`config.mk`:
```
export PLATFORM = sky130hd
export DESIGN_NAME = mem_block_mover
export DESIGN_NICKNAME = d
export VERILOG_FILES = /design/src/rtl/mem_block_mover_pkg.sv /design/src/rtl/mem_block_mover.sv
export SDC_FILE = /design/constraint.sdc
export NUM_CORES = 1
export LEC_CHECK = 0
export BUFFER_PORTS_ARGS = -buffer_cell sky130_fd_sc_hd__buf_2
export CAP_MARGIN = 5
export CORE_ASPECT_RATIO = 1.4
export CORE_MARGIN = 2
export CORE_UTILIZATION = 50
export DETAILED_ROUTE_END_ITERATION = 8
export GPL_TIMING_DRIVEN = 0
export PLACE_DENSITY = 0.72
export SYNTH_ARGS = -nofsm -noshare
export SYNTH_HDL_FRONTEND = slang
export SYNTH_SLANG_ARGS = --single-unit
```
`constraint.sdc`:
```
create_clock -name clk -period 7 [get_ports clk]
set_clock_uncertainty 0.05 [all_clocks]
set_input_delay 1.05 -clock clk [delete_from_list [all_inputs] [get_ports clk]]
set_output_delay 1.05 -clock clk [all_outputs]
set_load 0.005 [all_outputs]
```
`src/rtl/mem_block_mover_pkg.sv`:
```
// -----------------------------------------------------------------------------
// mem_block_mover_pkg
// Shared constants for the block mover: main memory geometry (1024 x 16),
// the command mode encodings and the mover FSM state encoding.
// -----------------------------------------------------------------------------
package mem_block_mover_pkg;

  localparam int MEM_ADDR_W = 10;
  localparam int MEM_DATA_W = 16;
  localparam int MEM_LEN_W  = 11;
  localparam int MEM_DEPTH  = 1 << MEM_ADDR_W;

  localparam logic MODE_COPY = 1'b0;
  localparam logic MODE_FILL = 1'b1;

  typedef enum logic [1:0] {
    ST_IDLE = 2'd0,
    ST_RD   = 2'd1,
    ST_WR   = 2'd2,
    ST_DONE = 2'd3
  } state_e;

endpackage : mem_block_mover_pkg

```
`src/rtl/mem_block_mover.sv`:
```
// -----------------------------------------------------------------------------
// mem_block_mover
// Bus initiator for the single-port main memory. Executes one block command
// at a time: COPY (read a source word, write it to the destination, repeat)
// or FILL (write a constant). Owns the memory port while busy is high.
//
// Ports:
//   clk, rst_n     clock (rising edge) and synchronous active-low reset
//   start          command strobe, only honoured while idle
//   mode           0 = COPY, 1 = FILL
//   src_addr       COPY source base address
//   dst_addr       destination base address
//   len            word count, values above the memory depth saturate
//   fill_data      FILL constant
//   busy           high from the cycle after an accepted start through DONE
//   done           one-cycle completion pulse
//   checksum       sum mod 2^DATA_W of every word written by the last command
//   mem_addr       memory address (registered)
//   mem_w_en       memory write enable (registered)
//   mem_wdata      memory write data (registered)
//   mem_rdata      combinational memory read data for mem_addr
// -----------------------------------------------------------------------------
module mem_block_mover
  import mem_block_mover_pkg::*;
#(
  parameter int ADDR_W = MEM_ADDR_W,
  parameter int DATA_W = MEM_DATA_W,
  parameter int LEN_W  = MEM_LEN_W
) (
  input  logic              clk,
  input  logic              rst_n,
  input  logic              start,
  input  logic              mode,
  input  logic [ADDR_W-1:0] src_addr,
  input  logic [ADDR_W-1:0] dst_addr,
  input  logic [LEN_W-1:0]  len,
  input  logic [DATA_W-1:0] fill_data,
  output logic              busy,
  output logic              done,
  output logic [DATA_W-1:0] checksum,
  output logic [ADDR_W-1:0] mem_addr,
  output logic              mem_w_en,
  output logic [DATA_W-1:0] mem_wdata,
  input  logic [DATA_W-1:0] mem_rdata
);

  localparam logic [LEN_W-1:0] MAX_LEN = LEN_W'(2 ** ADDR_W);

  state_e            state_q;
  logic              mode_q;
  logic [ADDR_W-1:0] src_q;
  logic [ADDR_W-1:0] dst_q;
  logic [LEN_W-1:0]  len_q;
  logic [LEN_W-1:0]  idx_q;
  logic [DATA_W-1:0] fill_q;
  logic              busy_q;
  logic              done_q;
  logic              w_en_q;
  logic [ADDR_W-1:0] addr_q;
  // Holds the word being written; in COPY it doubles as the read buffer.
  logic [DATA_W-1:0] wdata_q;
  logic [DATA_W-1:0] csum_q;

  logic [LEN_W-1:0]  len_sat_d;
  logic [LEN_W-1:0]  idx_d;
  logic              last_d;
  logic [ADDR_W-1:0] dst_cur_d;
  logic [ADDR_W-1:0] src_nxt_d;
  logic [ADDR_W-1:0] dst_nxt_d;

  // Address sums are ADDR_W wide so they wrap around the memory naturally.
  assign len_sat_d = (len > MAX_LEN) ? MAX_LEN : len;
  assign idx_d     = idx_q + LEN_W'(1);
  assign last_d    = (idx_d == len_q);
  assign dst_cur_d = dst_q + idx_q[ADDR_W-1:0];
  assign src_nxt_d = src_q + idx_d[ADDR_W-1:0];
  assign dst_nxt_d = dst_q + idx_d[ADDR_W-1:0];

  // Memory pins are set up one edge ahead so every pin is a flop output.
  always_ff @(posedge clk) begin
    if (!rst_n) begin
      state_q <= ST_IDLE;
      mode_q  <= MODE_COPY;
      src_q   <= '0;
      dst_q   <= '0;
      len_q   <= '0;
      idx_q   <= '0;
      fill_q  <= '0;
      busy_q  <= 1'b0;
      done_q  <= 1'b0;
      w_en_q  <= 1'b0;
      addr_q  <= '0;
      wdata_q <= '0;
      csum_q  <= '0;
    end else begin
      case (state_q)
        ST_IDLE: begin
          busy_q <= 1'b0;
          done_q <= 1'b0;
          w_en_q <= 1'b0;
          if (start) begin
            mode_q <= mode;
            src_q  <= src_addr;
            dst_q  <= dst_addr;
            len_q  <= len_sat_d;
            fill_q <= fill_data;
            idx_q  <= '0;
            csum_q <= '0;
            busy_q <= 1'b1;
            if (len_sat_d == '0) begin
              done_q  <= 1'b1;
              state_q <= ST_DONE;
            end else if (mode == MODE_COPY) begin
              addr_q  <= src_addr;
              state_q <= ST_RD;
            end else begin
              addr_q  <= dst_addr;
              w_en_q  <= 1'b1;
              wdata_q <= fill_data;
              state_q <= ST_WR;
            end
          end
        end

        ST_RD: begin
          wdata_q <= mem_rdata;
          addr_q  <= dst_cur_d;
          w_en_q  <= 1'b1;
          state_q <= ST_WR;
        end

        ST_WR: begin
          csum_q <= csum_q + wdata_q;
          idx_q  <= idx_d;
          if (last_d) begin
            w_en_q  <= 1'b0;
            done_q  <= 1'b1;
            state_q <= ST_DONE;
          end else if (mode_q == MODE_COPY) begin
            w_en_q  <= 1'b0;
            addr_q  <= src_nxt_d;
            state_q <= ST_RD;
          end else begin
            addr_q  <= dst_nxt_d;
            wdata_q <= fill_q;
            state_q <= ST_WR;
          end
        end

        ST_DONE: begin
          done_q  <= 1'b0;
          busy_q  <= 1'b0;
          state_q <= ST_IDLE;
        end

        default: begin
          busy_q  <= 1'b0;
          done_q  <= 1'b0;
          w_en_q  <= 1'b0;
          state_q <= ST_IDLE;
        end
      endcase
    end
  end

  assign busy      = busy_q;
  assign done      = done_q;
  assign checksum  = csum_q;
  assign mem_addr  = addr_q;
  assign mem_w_en  = w_en_q;
  assign mem_wdata = wdata_q;

endmodule : mem_block_mover

```
# After elaboration in Yosys (flattened, before gate mapping)
# Cells that the tools add are included.
[totals]
ff_bits = 106
inputBits = 67
output_inout_bits = 45
word_cells = 77
[classes]
addsub = 5
n_lt_le_gt_ge = 1
eq_ne = 11
muxes = 35
reduce_logical = 12
[op_table]
columns = ["op", "count"]
rows = [
  ["$mux 16", 6],
  ["$mux 10", 5],
  ["$pmux 16 s3", 1],
  ["$pmux 16 s2", 1],
  ["$add 10x10->10", 3],
  ["$pmux 10 s3", 1],
  ["$mux 11", 2],
  ["$pmux 11 s2", 1],
  ["$add 16x16->16", 1],
  ["$ne 2x2->1 const B", 6],
  ["$add 11x1->11 const B", 1],
  ["$eq 11x11->1", 1],
  ["$gt 11x11->1 const B", 1],
  ["$logic_not 11->1", 1],
  ["$mux 2", 5],
  ["$mux 1", 9],
  ["$pmux 2 s4", 1],
  ["$reduce_and 2->1", 4],
  ["$pmux 1 s3", 2],
  ["$reduce_and 6->1", 1],
  ["$reduce_bool 3->1", 2],
  ["$eq 2x2->1 const B", 2],
  ["$reduce_and 4->1", 1],
  ["$reduce_bool 2->1", 2],
  ["other kinds (4)", 4],
]

# Logic depth before layout (Yosys ltp)
[logic_depth]
word_depth = 6
depth_mapped = 13

# Least setup slack after synthesis
# No wires, ideal clock.
[synth_path]
kind = "reg2reg"
startpoint = "reg mode_q"
endpoint = "reg addr_q[8] (netlist: mem_addr[8])"
setup_time_ns = 0.131
t_arrival_ns = 2.902
path_slack_ns = 3.917
path_stages_with_launch = 14
n_path_buf = 2
synth_period_minus_slack_ns = 3.083
path_cell_list = "dfxtp_1 > clkbuf_1 > clkbuf_1 > mux2_2 > ha_1 > inv_1 > fa_1 > nor2b_1 > o21a_1 > o31a_1 > o41ai_1 > xnor2_1 > a221oi_1 > o41ai_2"
[synth_between]
elab_chain_len = 3
[synth_rtl]
columns = ["item", "line_no", "rtl"]
rows = [
  ["start: declaration", "mem_block_mover.sv:50", "logic mode_q;"],
  ["start signal: assignment", "mem_block_mover.sv:102", "mode_q <= mode;"],
  ["$mux 10", "mem_block_mover.sv:139", "end else if (mode_q == MODE_COPY) begin"],
  ["$mux 10", "mem_block_mover.sv:135", "if (last_d) begin"],
  ["$pmux 10 s3", "mem_block_mover.sv:96", "case (state_q)"],
  ["end signal: assignment", "mem_block_mover.sv:114", "addr_q <= src_addr;"],
  ["end signal: assignment", "mem_block_mover.sv:141", "addr_q <= src_nxt_d;"],
  ["end signal: assignment", "mem_block_mover.sv:144", "addr_q <= dst_nxt_d;"],
  ["end: declaration", "mem_block_mover.sv:59", "logic [ADDR_W-1:0] addr_q;"],
]
# Every way passes these cells. The select of a mux whose other input is x is not followed.
# A chain may end at the register's enable or synchronous reset.

# Final worst setup path
# Same ends and word-level chain as after synthesis.

==> results.cfg <==
[status]
status = completed

[placed_design]
place_congestion = 0.921
place_hpwl_um = 14800
placed_area_mm2 = 0.00725
io_buffers = 109
dp.cells = 1033

[detailed_routing]
vias = 6177
wire_per_inst_um = 18.5
drt_pass1_iterations = 5
drtIter0Drc = 346
drtAntennaViolNets = 0
drc = 0
viasPerCell = 5.89
wirelength_um = 19400

[floorplanning]
io-pin-count = 112
dieArea_mm2 = 0.0140
fp.dieW_um = 100
die_y_um = 139
core-area_mm2 = 0.0128
start_util_pct = 50.8
rows = 49

[synth]
syn_area_per_cell_um2 = 8.45
synthesis.nets = 881
synth_seq_cells = 106
synth.cell_area_mm2 = 0.00651
synth_ff_type = dfxtp_1
netlist_instances = 771
yosysSeqAreaShare_pct = 32.6
yosysTopAreaCell = dfxtp_1
yosys-top-cells-area = dfxtp_1, ha_1, nand2_1
synth_top_area_share_pct = 32.6
ys_warn_count = 0
ys_types = 64
synth-edff-count = 0
async_flop_share_pct = 0

[clock_tree]
clkSinkCount = 106
cts_max_path_buffers = 2
cts_tree = built
post_cts_resized = 0
clk_latency_ns = 0.36
numCtsBuffers = 9
clkSlewWorstSetupHoldPaths_ns = 0.07
post_cts_hold_buffer_count = 0
root_buffer = clkbuf_16
post_cts_buffers = 0
h-tree-depth = 3

[critical_path]
crit_type = flip-flop to flip-flop
startpoint = mode_q$_SDFFE_PN0P_
cp.required_ns = 7.17
cp-end-kind = flip-flop
worst-endpoint-arrival_ns = 3.82
startpoint_type = flip-flop
cp_max_fo = 10
r2r-start = mode_q$_SDFFE_PN0P_

[pwr]
peakVddDrop_v = 0.000116
p_leak_nw = 3.27
power_density_mw_per_mm2 = 219
finalPower_w = 0.00165

[sta]
slew_headroom_pct = 27.6
setup_viol = 0
finalHoldViolations = 0
worst_pin_slew_ns = 1.09
max_freq_ghz = 0.274
min_period_ns = 3.64
fin_crit_sh_pct = 52.1
tns_ns = 0
slew_violations = 0
rsz0062_at_grt = false

[global_routing]
grt_max_degree = 19
overflow = 0
grt_pass1_vias = 5870
antenna_found_initial = 0
grt_first_pass_wirelength_um = 30100
track_usage_pct = 27.8

[layout]
finalNonFillerCells = 1049
antenna_cells = 0
nNetsFinal = 1001
drive_gt1_share_pct = 17.2
design_area_mm2 = 0.00753
post-route-util_pct = 58.8
area_growth_pct = 15.6

[min_path]
hold_start = src_q[0]$_SDFFE_PN0P_
hold_class = flip-flop to flip-flop

[job]
drv_cap = 0
-- placed cells by master, fill, tap and decap left out, drive strengths merged, types with 16 or more instances in the layout --
cell type / netlist / layout
a21oi: 80 / 80
a221o: 16 / 16
a22oi: 20 / 20
buf: 9 / 118
clkbuf: 43 / 52
dfxtp: 106 / 106
ha: 40 / 40
inv: 19 / 22
mux2i: 28 / 28
nand2: 116 / 116
nand3: 20 / 20
nor2: 62 / 62
nor3: 18 / 18
o211ai: 20 / 20
o21ai: 22 / 22
xnor2: 23 / 23
xor2: 17 / 17
-- synth_stat cells (4+ instances only) --
library cell	number
nand3_1	20
or3_1	4
o21ai_0	21
nand2_1	116
a211o_1	8
clkbuf_1	43
mux2_2	8
xnor3_1	7
o211ai_1	20
a221oi_1	8
nor3b_1	7
a221o_1	16
ha_1	40
nor3_1	17
nor2_1	61
xor2_1	17
o21bai_1	5
a21o_1	5
xnor2_1	22
o21a_1	5
a21oi_1	80
mux2i_1	28
dfxtp_1	106
a22oi_1	20
buf_6	4
nand4_1	4
inv_1	19
-- final timing paths --
kind                                                  to  slack, ns  depth (start not counted)
worst min-delay path               src_q[0]$_SDFFE_PN0P_       0.40                          2
worst min register to register     src_q[0]$_SDFFE_PN0P_       0.40                          2
worst max register to register  mem_addr[8]$_SDFFE_PN0P_       3.36                         13
worst max-delay path            mem_addr[8]$_SDFFE_PN0P_       3.36                         13
-- through the flow --
| stage | hold WS, ns | worst slack [ns] |
|---|---|---|
| final | 0.405 | 3.36 |
| after global routing | 0.428 | 3.15 |
| after CTS | 0.407 | 3.35 |
| after detailed placement | 0.396 | 3.38 |
| after global placement | 0.392 | 3.36 |
| after floorplan | 0.384 | 3.92 |
-- per-layer routing --
metal  routed length [um]  track usage (%)
met5                    0                0
met3                  926             3.78
met2                 9970             49.2
met4                  959             14.3
met1                 7540             31.9
-- critical path, cell delays in order (launching register included) --
cell and delay, ns:
dfxtp_1 0.31, clkbuf_1 0.31, clkbuf_1 0.53, mux2_2 0.40, ha_1 0.19, inv_1 0.07
fa_1 0.21, nor2b_1 0.06, o21a_1 0.18, o31a_1 0.26, o41ai_1 0.36, xnor2_1 0.11
a221oi_1 0.34, o41ai_2 0.11
-- layout make-up --
type                    count  area (um2)
multi-input cells         593        4090
well taps                 153         191
clock inverters             7        51.3
fillers                  1218        5290
flip-flops and latches    106        2120
clock buffers               9         225
repair buffers            109         546
plain buffers              52         228
inverters                  20        75.1
-- kinds of logic after synthesis --
group           count (synthesis)  share of synthesized area, %
buf+inv                        72                          4.65
xor+xnor                       48                          8.28
compound gates                217                          22.6
flops                         106                          32.6
mux                            36                          5.68
simple gates                  249                          17.6
fa+ha+maj                      43                          8.60
-- sequential cells by signal, indices dropped and copies added (netlist names) --
name       flops
mode_q         1
len_q         11
dst_q         10
mem_wdata     16
checksum      16
fill_q        16
mem_w_en       1
idx_q         11
src_q         10
busy           1
state_q        2
mem_addr      10
done           1
-- where the power goes --
part	internal, W	switching, W
sequential	0.000657	0.0000516
clock	0.000245	0.000244
combinational	0.000183	0.000270
Power figures use the tool's default switching activity.
